File: config.mk
export PLATFORM = sky130hd
export DESIGN_NAME = encap_packet
export DESIGN_NICKNAME = d
export VERILOG_FILES = /design/src/rtl/encap_packet.sv
export SDC_FILE = /design/constraint.sdc
export NUM_CORES = 2
export LEC_CHECK = 0
export ABC_AREA = 1
export CORE_MARGIN = 2
export CORE_UTILIZATION = 25
export DETAILED_ROUTE_END_ITERATION = 8
export PLACE_DENSITY = 0.44
export RECOVER_POWER = 50
export SYNTH_ARGS = -nofsm -noshare
export SYNTH_HDL_FRONTEND = slang
export SYNTH_SLANG_ARGS = --single-unit
export TNS_END_PERCENT = 10
File: constraint.sdc
create_clock -name clk -period 3.9 [get_ports clk]
set_input_delay 0.78 -clock clk [delete_from_list [all_inputs] [get_ports clk]]
set_output_delay 0.78 -clock clk [all_outputs]
set_load 0.02 [all_outputs]
File: src/rtl/encap_packet.sv
// encap_packet: transmit-side Aurora encapsulator.
// Captures one DFX word (data + address) with the local router ID, then
// streams it to the Aurora TX user interface as NUMBER_PACKET 64-bit beats.
// Every beat carries a 9-bit header in its low bits:
//   [8:7] reserved (0), [6:2] beat number, [1:0] source router.
// The upper 55 bits carry consecutive 55-bit slices of the DFX word. The
// last beat carries the remaining 44 bits, zero-extended.
module encap_packet #(
  parameter int DATA_WIDTH        = 1024,
  parameter int ADDR_WIDTH        = 10,
  parameter int DATA_DFX_WIDTH    = DATA_WIDTH + ADDR_WIDTH,
  parameter int AURORA_DATA_WIDTH = 64,
  parameter int NUMBER_PACKET     = 19
) (
  input  logic                         clk,
  input  logic                         rst_n,
  // DFX side
  input  logic [DATA_DFX_WIDTH-1:0]    data_dfx_send,
  input  logic [1:0]                   src_router,
  input  logic                         valid_dfx_send,
  output logic                         dfx_ready,
  // Aurora TX side
  output logic [AURORA_DATA_WIDTH-1:0] tx_tdata,
  output logic                         tx_tvalid,
  output logic                         tx_tlast,
  input  logic                         tx_tready,
  // Completion
  output logic                         encap_done
);

  // Header layout inside each beat.
  localparam int HDR_W       = 9;
  localparam int CNT_W       = 5;
  localparam int PAYLOAD_W   = AURORA_DATA_WIDTH - HDR_W;
  // The frame is zero-extended so that the last slice can use the same
  // fixed-width part-select as every other beat.
  localparam int FRAME_PAD_W = NUMBER_PACKET * PAYLOAD_W;
  localparam int IDX_W       = $clog2(FRAME_PAD_W);
  localparam logic [CNT_W-1:0] LAST_BEAT = CNT_W'(NUMBER_PACKET - 1);

  typedef enum logic [1:0] {
    ST_IDLE = 2'd0,
    ST_SEND = 2'd1,
    ST_DONE = 2'd2
  } state_e;

  state_e                         state_q,   state_d;
  logic [CNT_W-1:0]               pkt_cnt_q, pkt_cnt_d;
  logic [DATA_DFX_WIDTH-1:0]      frame_q,   frame_d;
  logic [1:0]                     src_q,     src_d;
  logic [AURORA_DATA_WIDTH-1:0]   tdata_q,   tdata_d;
  logic                           tlast_q,   tlast_d;

  logic                           xfer;

  // Builds beat k of a frame: 55-bit payload slice above a 9-bit header.
  function automatic logic [AURORA_DATA_WIDTH-1:0] build_beat(
    input logic [DATA_DFX_WIDTH-1:0] frame,
    input logic [1:0]                src,
    input logic [CNT_W-1:0]          k
  );
    logic [FRAME_PAD_W-1:0]       frame_pad;
    logic [IDX_W-1:0]             base;
    logic [AURORA_DATA_WIDTH-1:0] beat;
    frame_pad = FRAME_PAD_W'(frame);
    base      = IDX_W'(k) * IDX_W'(PAYLOAD_W);
    beat      = '0;
    beat[AURORA_DATA_WIDTH-1:HDR_W] = frame_pad[base +: PAYLOAD_W];
    beat[6:2] = k;
    beat[1:0] = src;
    return beat;
  endfunction

  assign xfer = tx_tvalid & tx_tready;

  // Next-state, beat counter, shadow frame and next output beat.
  always_comb begin
    // NOTE: every signal written here gets a default first, so no path
    // leaves one unassigned and no latch is inferred.
    state_d   = state_q;
    pkt_cnt_d = pkt_cnt_q;
    frame_d   = frame_q;
    src_d     = src_q;
    tdata_d   = tdata_q;
    tlast_d   = tlast_q;

    unique case (state_q)
      ST_IDLE: begin
        tdata_d = '0;
        tlast_d = 1'b0;
        if (valid_dfx_send) begin
          // Beat 0 is built straight from the inputs so it is on the bus
          // in the first cycle after acceptance.
          frame_d   = data_dfx_send;
          src_d     = src_router;
          pkt_cnt_d = '0;
          tdata_d   = build_beat(data_dfx_send, src_router, '0);
          tlast_d   = (LAST_BEAT == '0);
          state_d   = ST_SEND;
        end
      end

      ST_SEND: begin
        // Without a transfer the registered beat is simply held.
        if (xfer) begin
          if (pkt_cnt_q == LAST_BEAT) begin
            tdata_d = '0;
            tlast_d = 1'b0;
            state_d = ST_DONE;
          end else begin
            pkt_cnt_d = pkt_cnt_q + CNT_W'(1);
            tdata_d   = build_beat(frame_q, src_q, pkt_cnt_q + CNT_W'(1));
            tlast_d   = ((pkt_cnt_q + CNT_W'(1)) == LAST_BEAT);
          end
        end
      end

      ST_DONE: begin
        tdata_d = '0;
        tlast_d = 1'b0;
        state_d = ST_IDLE;
      end

      default: begin
        tdata_d = '0;
        tlast_d = 1'b0;
        state_d = ST_IDLE;
      end
    endcase
  end

  // State, counter, shadow frame and registered beat outputs.
  always_ff @(posedge clk or negedge rst_n) begin
    if (!rst_n) begin
      state_q   <= ST_IDLE;
      pkt_cnt_q <= '0;
      // NOTE: the wide shadow frame is reset as well; it is an ordinary
      // register bank, not a RAM, and its reset value is defined as zero.
      frame_q   <= '0;
      src_q     <= '0;
      tdata_q   <= '0;
      tlast_q   <= 1'b0;
    end else begin
      // NOTE: non-blocking assignments so every register updates from the
      // values held before this edge.
      state_q   <= state_d;
      pkt_cnt_q <= pkt_cnt_d;
      frame_q   <= frame_d;
      src_q     <= src_d;
      tdata_q   <= tdata_d;
      tlast_q   <= tlast_d;
    end
  end

  // Status outputs are decodes of the state register.
  assign dfx_ready  = (state_q == ST_IDLE);
  assign tx_tvalid  = (state_q == ST_SEND);
  assign encap_done = (state_q == ST_DONE);
  assign tx_tdata   = tdata_q;
  assign tx_tlast   = tlast_q;

  // A stalled beat must stay on the bus unchanged until it is taken.
  a_hold_stable : assert property (
    @(posedge clk) disable iff (!rst_n)
      (tx_tvalid && !tx_tready) |=>
        (tx_tvalid && $stable(tx_tdata) && $stable(tx_tlast))
  );

endmodule

# == Word-level counts from Yosys, hierarchy flattened ==
# Cells that the tools add are included.
# totals
input_bits,1040
latch_bits,0
elab_cells,38
ramBits,0
mem_bits_ro,0
register_bits,1108
n_memories,0
# op_classes
n_lt_le_gt_ge,0
n_div,0
eq_ne,8
n_addsub,1
muxes,15
n_bitwise,1
n_mul,1
n_reduce_logical,5
shift,1
# op_table
operator,count
variable part select 1045 x 12 -> 55 bit,1
2-to-1 mux 64 bit,3
one-hot mux 64 bit (2 select lines),1
2-to-1 mux 5 bit,3
multiplier 5 x 6 -> 11 bit (second input constant),1
equality test 5 bit (second input constant),2
one-hot mux 5 bit (2 select lines),1
2-to-1 mux 2 bit,3
adder 5 x 1 -> 5 bit (second input constant),1
!= test 2 x 1 -> 1 bit (second input constant),2
!= test 2 bit (second input constant),2
one-hot mux 2 bit (2 select lines),1
AND reduction 4 bit,1
2-to-1 mux 1 bit,3
AND reduction 3 bit,1
equality test 2 x 1 -> 1 bit (second input constant),1
equality test 2 bit (second input constant),1
zero test 2 bit,1
AND reduction 2 bit,1
nonzero test 2 bit,1
bitwise AND 1 bit,1

# == Logic depth before layout (Yosys ltp) ==
# depth
depth_word,6
depth_mapped,20
mapped_depth_nobuf,13

# == Least setup slack after synthesis ==
# Ideal clock, no wire load.
# synth_timing
path_kind,reg2reg
startpoint,register pkt_cnt_q[0]
endpoint,register tdata_q[54] (netlist: tx_tdata[54])
setup_time_ns,0.117
slack_ns,1.239
arrival_time_ns,2.544
path_buffers,7
path_stages_with_launch,20
synth_period_minus_slack_ns,2.661
path_cell_list,dfrtp_1 -> buf_2 -> inv_2 -> buf_2 -> clkbuf_1 -> ha_1 -> buf_2 -> inv_2 -> buf_2 -> buf_2 -> buf_2 -> a21oi_1 -> o21ai_0 -> nand3_1 -> nand3_1 -> nand3_1 -> nand2_1 -> nand2_1 -> nand2_1 -> nand2_1
# synth_between
elab_chain_len,6
elab_cells_between_ends,7
# synth_lines
item,line_no,source
start: declaration,48,"logic [CNT_W-1:0] pkt_cnt_q, pkt_cnt_d;"
start signal: assignment,147,pkt_cnt_q <= pkt_cnt_d;
adder 5 x 1 -> 5 bit,112,"tdata_d = build_beat(frame_q, src_q, pkt_cnt_q + CNT_W'(1));"
multiplier 5 x 6 -> 11 bit,66,base = IDX_W'(k) * IDX_W'(PAYLOAD_W);
variable part select 1045 x 12 -> 55 bit,68,beat[AURORA_DATA_WIDTH-1:HDR_W] = frame_pad[base +: PAYLOAD_W];
2-to-1 mux 64 bit *,106,if (pkt_cnt_q == LAST_BEAT) begin
2-to-1 mux 64 bit *,105,if (xfer) begin
one-hot mux 64 bit (2 select lines) *,87,unique case (state_q)
end signal: assignment,150,tdata_q <= tdata_d;
end: declaration,51,"logic [AURORA_DATA_WIDTH-1:0] tdata_q, tdata_d;"
# Mark *: on every way between the ends. The rest lies on a longest branch, timed or not. The select of a mux whose other input is x is not followed.
# A chain may end at the register's enable or synchronous reset.

# == Worst setup path in the final report ==
# layout_timing
startpoint,register pkt_cnt_q[0]
endpoint,register tdata_q[25] (netlist: tx_tdata[25])
# Same word-level chain as after synthesis.

==> summary.md <==
| Metric | Value |
|---|---|
| Status | `complete, but fails checks` |
| Violated checks | `max-capacitance violations, max-slew violations` |
| Initial DRC count | `5171` |
| FF-to-FF path depth | `15` |
| Global Route Usage Sum | `26.2%` |
| Top cells by count, synth | `2581 x nand2_1, 1106 x dfrtp_1, 980 x o21ai_0` |
| Post-CTS sizing | `0` |
| Reg2Reg Setup Slack | `0.34 ns` |
| DIE WIDTH | `463 um` |
| Worst Setup End Kind | `flop` |
| First-pass GRT wire length | `400000 um` |
| Clk Latency, worst-skew pair | `0.81 ns` |
| CTS max path bufs | `3` |
| VDD IR max | `0.000877 V` |
| # clock sinks | `1106` |
| Critical path startpoint category | `flop` |
| Remaining global-route overflow | `0` |
| Clk slew on worst S/H paths | `0.06 ns` |
| Largest area contributor in the netlist | `dfrtp_1` |
| Main synth FF type | `dfrtp_1` |
| RSZ-0062 raised after global routing | `no` |
| Leakage | `33.2 nW` |
| Crit Reg-Reg Startpoint | `pkt_cnt_q[0]` |
| Die ar. | `0.214 mm^2` |
| TNS Setup | `0 ns` |
| Ys Warns | `0` |
| # setup viols final | `0` |
| Nets@finish | `8932` |
| Largest net degree at the start of global routing | `182` |
| Drt wl/cell | `26.4 um` |
| Seq/Total Area, Yosys | `52.6%` |
| Cell with the most instances after synthesis | `nand2_1` |
| Final WL | `287000 um` |
| Minimum clock period | `3.56 ns` |
| Final Cycle Share | `91.2%` |
| Cell variety after synth | `24` |
| PwrDens | `905 mW/mm^2` |
| F_max | `281 MHz` |
| Critical path fanouts, max | `49` |
| I/O pins | `1108` |
| Layout cells sized above 1 | `4.23%` |
| EDFF count, synth | `0` |
| Starting Density | `25.1%` |
| Gate Count Post-Synth | `6971` |
| Num CTS Buffers | `140` |
| Worst Hold Class | `flop to flop` |
| Vias per std cell | `4.71` |
| TritonRoute pass-1 iters | `6` |
| Worst EP arrival | `4.29 ns` |
| Hold Crit Depth | `2` |
| Final Wtd Congestion | `0.922` |
| Pwr Total | `64.6 mW` |
| Area share of the largest cell type after synthesis | `52.6%` |
| FF+latch count, synth | `1106` |
| Root buf cell | `clkbuf_16` |
| CTS tree | `done` |
| Worst setup startpoint | `pkt_cnt_q[0]` |
| Min-delay src | `frame_q[658]` |
| Final Hold Fails | `0` |
| Port bufs | `1105` |
| Layout area overhead | `35.6%` |
| Slew HR | `-62.9%` |
| Reg2reg end | `tx_tdata[25]` |
| Final ANT Viol Nets | `0` |
| Core ar. | `0.209 mm^2` |
| CP required | `4.63 ns` |
| Vias in the first global route | `51395` |
| Slew Viols, Final | `558` |
| WS Path Type | `flop to flop` |
| DRC Markers | `0` |
| Synth top area cells | `dfrtp_1 53%, nand2_1 18%, o21ai_0 9.3%, nand3_1 6.9%, inv_1 6.4%` |
| Slew @ Worst Pin | `2.44 ns` |
| Post-detail-place hpwl | `218000 um` |
| WHS Endpoint | `frame_q[658]` |
| Initial antenna violation count | `129` |
| Clk_skew | `0.0261 ns` |
| Via Count | `51202` |
| Post-synthesis cell area | `0.0526 mm^2` |
| FP Rows | `168` |
| Syn_area_per_cell | `7.55 um^2` |
| Maxcap violations | `11` |
| Die Ht | `463 um` |
| H-tree levels | `4` |
| Asr flop ratio synth | `100%` |
layer usage:
metal / global-route usage (%) / vias up / share of wire (%)
li1: - / 23646 / -
met1: 34.8 / 25008 / 43
met2: 39.9 / 2056 / 45
met3: 6.76 / 440 / 8.2
met4: 12.0 / 52 / 4.1
met5: 0 / - / 0.11
layout by cell type, fill, tap and decap left out, drive strengths merged:
cell type / synthesis / routed
nor3: 1 / 1
clkinv: 0 / 27
buf: 260 / 102
nand3: 724 / 724
dfrtp: 1106 / 1106
o221ai: 44 / 44
o21ai: 981 / 981
nand4: 3 / 3
clkinvlp: 0 / 1
nand2: 2582 / 2582
a21oi: 66 / 66
dlygate4sd3: 0 / 1
ha: 3 / 3
xnor2: 1 / 1
dlymetal6s4s: 0 / 1
inv: 898 / 903
nor2: 61 / 61
clkbuf: 209 / 242
clkdlybuf4s50: 0 / 1104
conb: 1 / 2
bufinv: 0 / 8
o211ai: 27 / 27
diode: 0 / 62
xor2: 4 / 4
power breakdown:
group / switching [mW] / internal, mW
sequential: 2.33 / 17.2
clock: 5.50 / 7.73
combinational: 22.3 / 9.48
through the flow:
step | hold WS (ns) | area [um^2] | worst slack (ns) | util, % | std cells
after floorplan | 0.437 | 52600 | 1.24 | - | 6972
after global placement | 0.448 | 66900 | 0.403 | 32.0 | 10551
after detailed placement | 0.453 | 66900 | 0.371 | 32.0 | 10551
after CTS | 0.437 | 71500 | 0.348 | 34.1 | 10799
after global routing | 0.478 | 71300 | 0.178 | 34.1 | 10846
final | 0.464 | 71300 | 0.342 | 34.1 | 10861
worst max-delay path: stages, from the launching register on:
cell	delay, ns
dfrtp_4	0.56
inv_8	0.18
ha_4	0.28
inv_8	0.34
buf_12	0.33
buf_4	0.20
nand3_1	0.08
nand3_1	0.16
nand3_1	0.45
nand2_1	0.23
nand2_1	0.16
nand2_1	0.10
nand2_1	0.06
nand2_1	0.08
nand2_1	0.05
nand2_1	0.09
area by class of cell:
type                       instances  area, um^2
timing repair buffer            1244       12400
sequential                      1106       27700
clock buffer                     206        4040
fill                           22490      138000
clock inverter                    41         531
inverter                         898        3390
multi-input combinational       4499       19600
antenna                           62         155
tap                             2805        3510
what timing repair did:
action	CTS	global route
hold buffers	1	0
buffers inserted	0	0
endpoints found under the hold margin	69	0
sequential cells by signal, indices dropped and copies added (netlist names):
name and cells:
frame_q 1034, pkt_cnt_q 5, src_q 2, state_q 2
tx_tdata 62, tx_tlast 1
cell families (layout without fill, tap and decap cells):
logic type / Yosys count / count (layout) / synth area share, %
compound gates: 1118 / 1118 / 11.1
xor+xnor: 5 / 5 / 0.112
fa+ha+maj: 3 / 3 / 0.0713
buf+inv: 1367 / 2389 / 10.3
flops: 1106 / 1106 / 52.6
other cells: 1 / 64 / 0.00713
simple gates: 3371 / 3371 / 25.8
how the worst max path moves through the flow:
stage              endpoint  slack (ns)  depth (start not counted)
2_1_floorplan  tx_tdata[54]        1.24                         19
3_3_place_gp   tx_tdata[25]        0.40                         15
3_5_place_dp   tx_tdata[25]        0.37                         15
4_1_cts        tx_tdata[25]        0.35                         15
5_1_grt        frame_q[634]        0.18                          4
6_report       tx_tdata[25]        0.34                         15
Note: power is estimated with default switching activity, not from simulation.
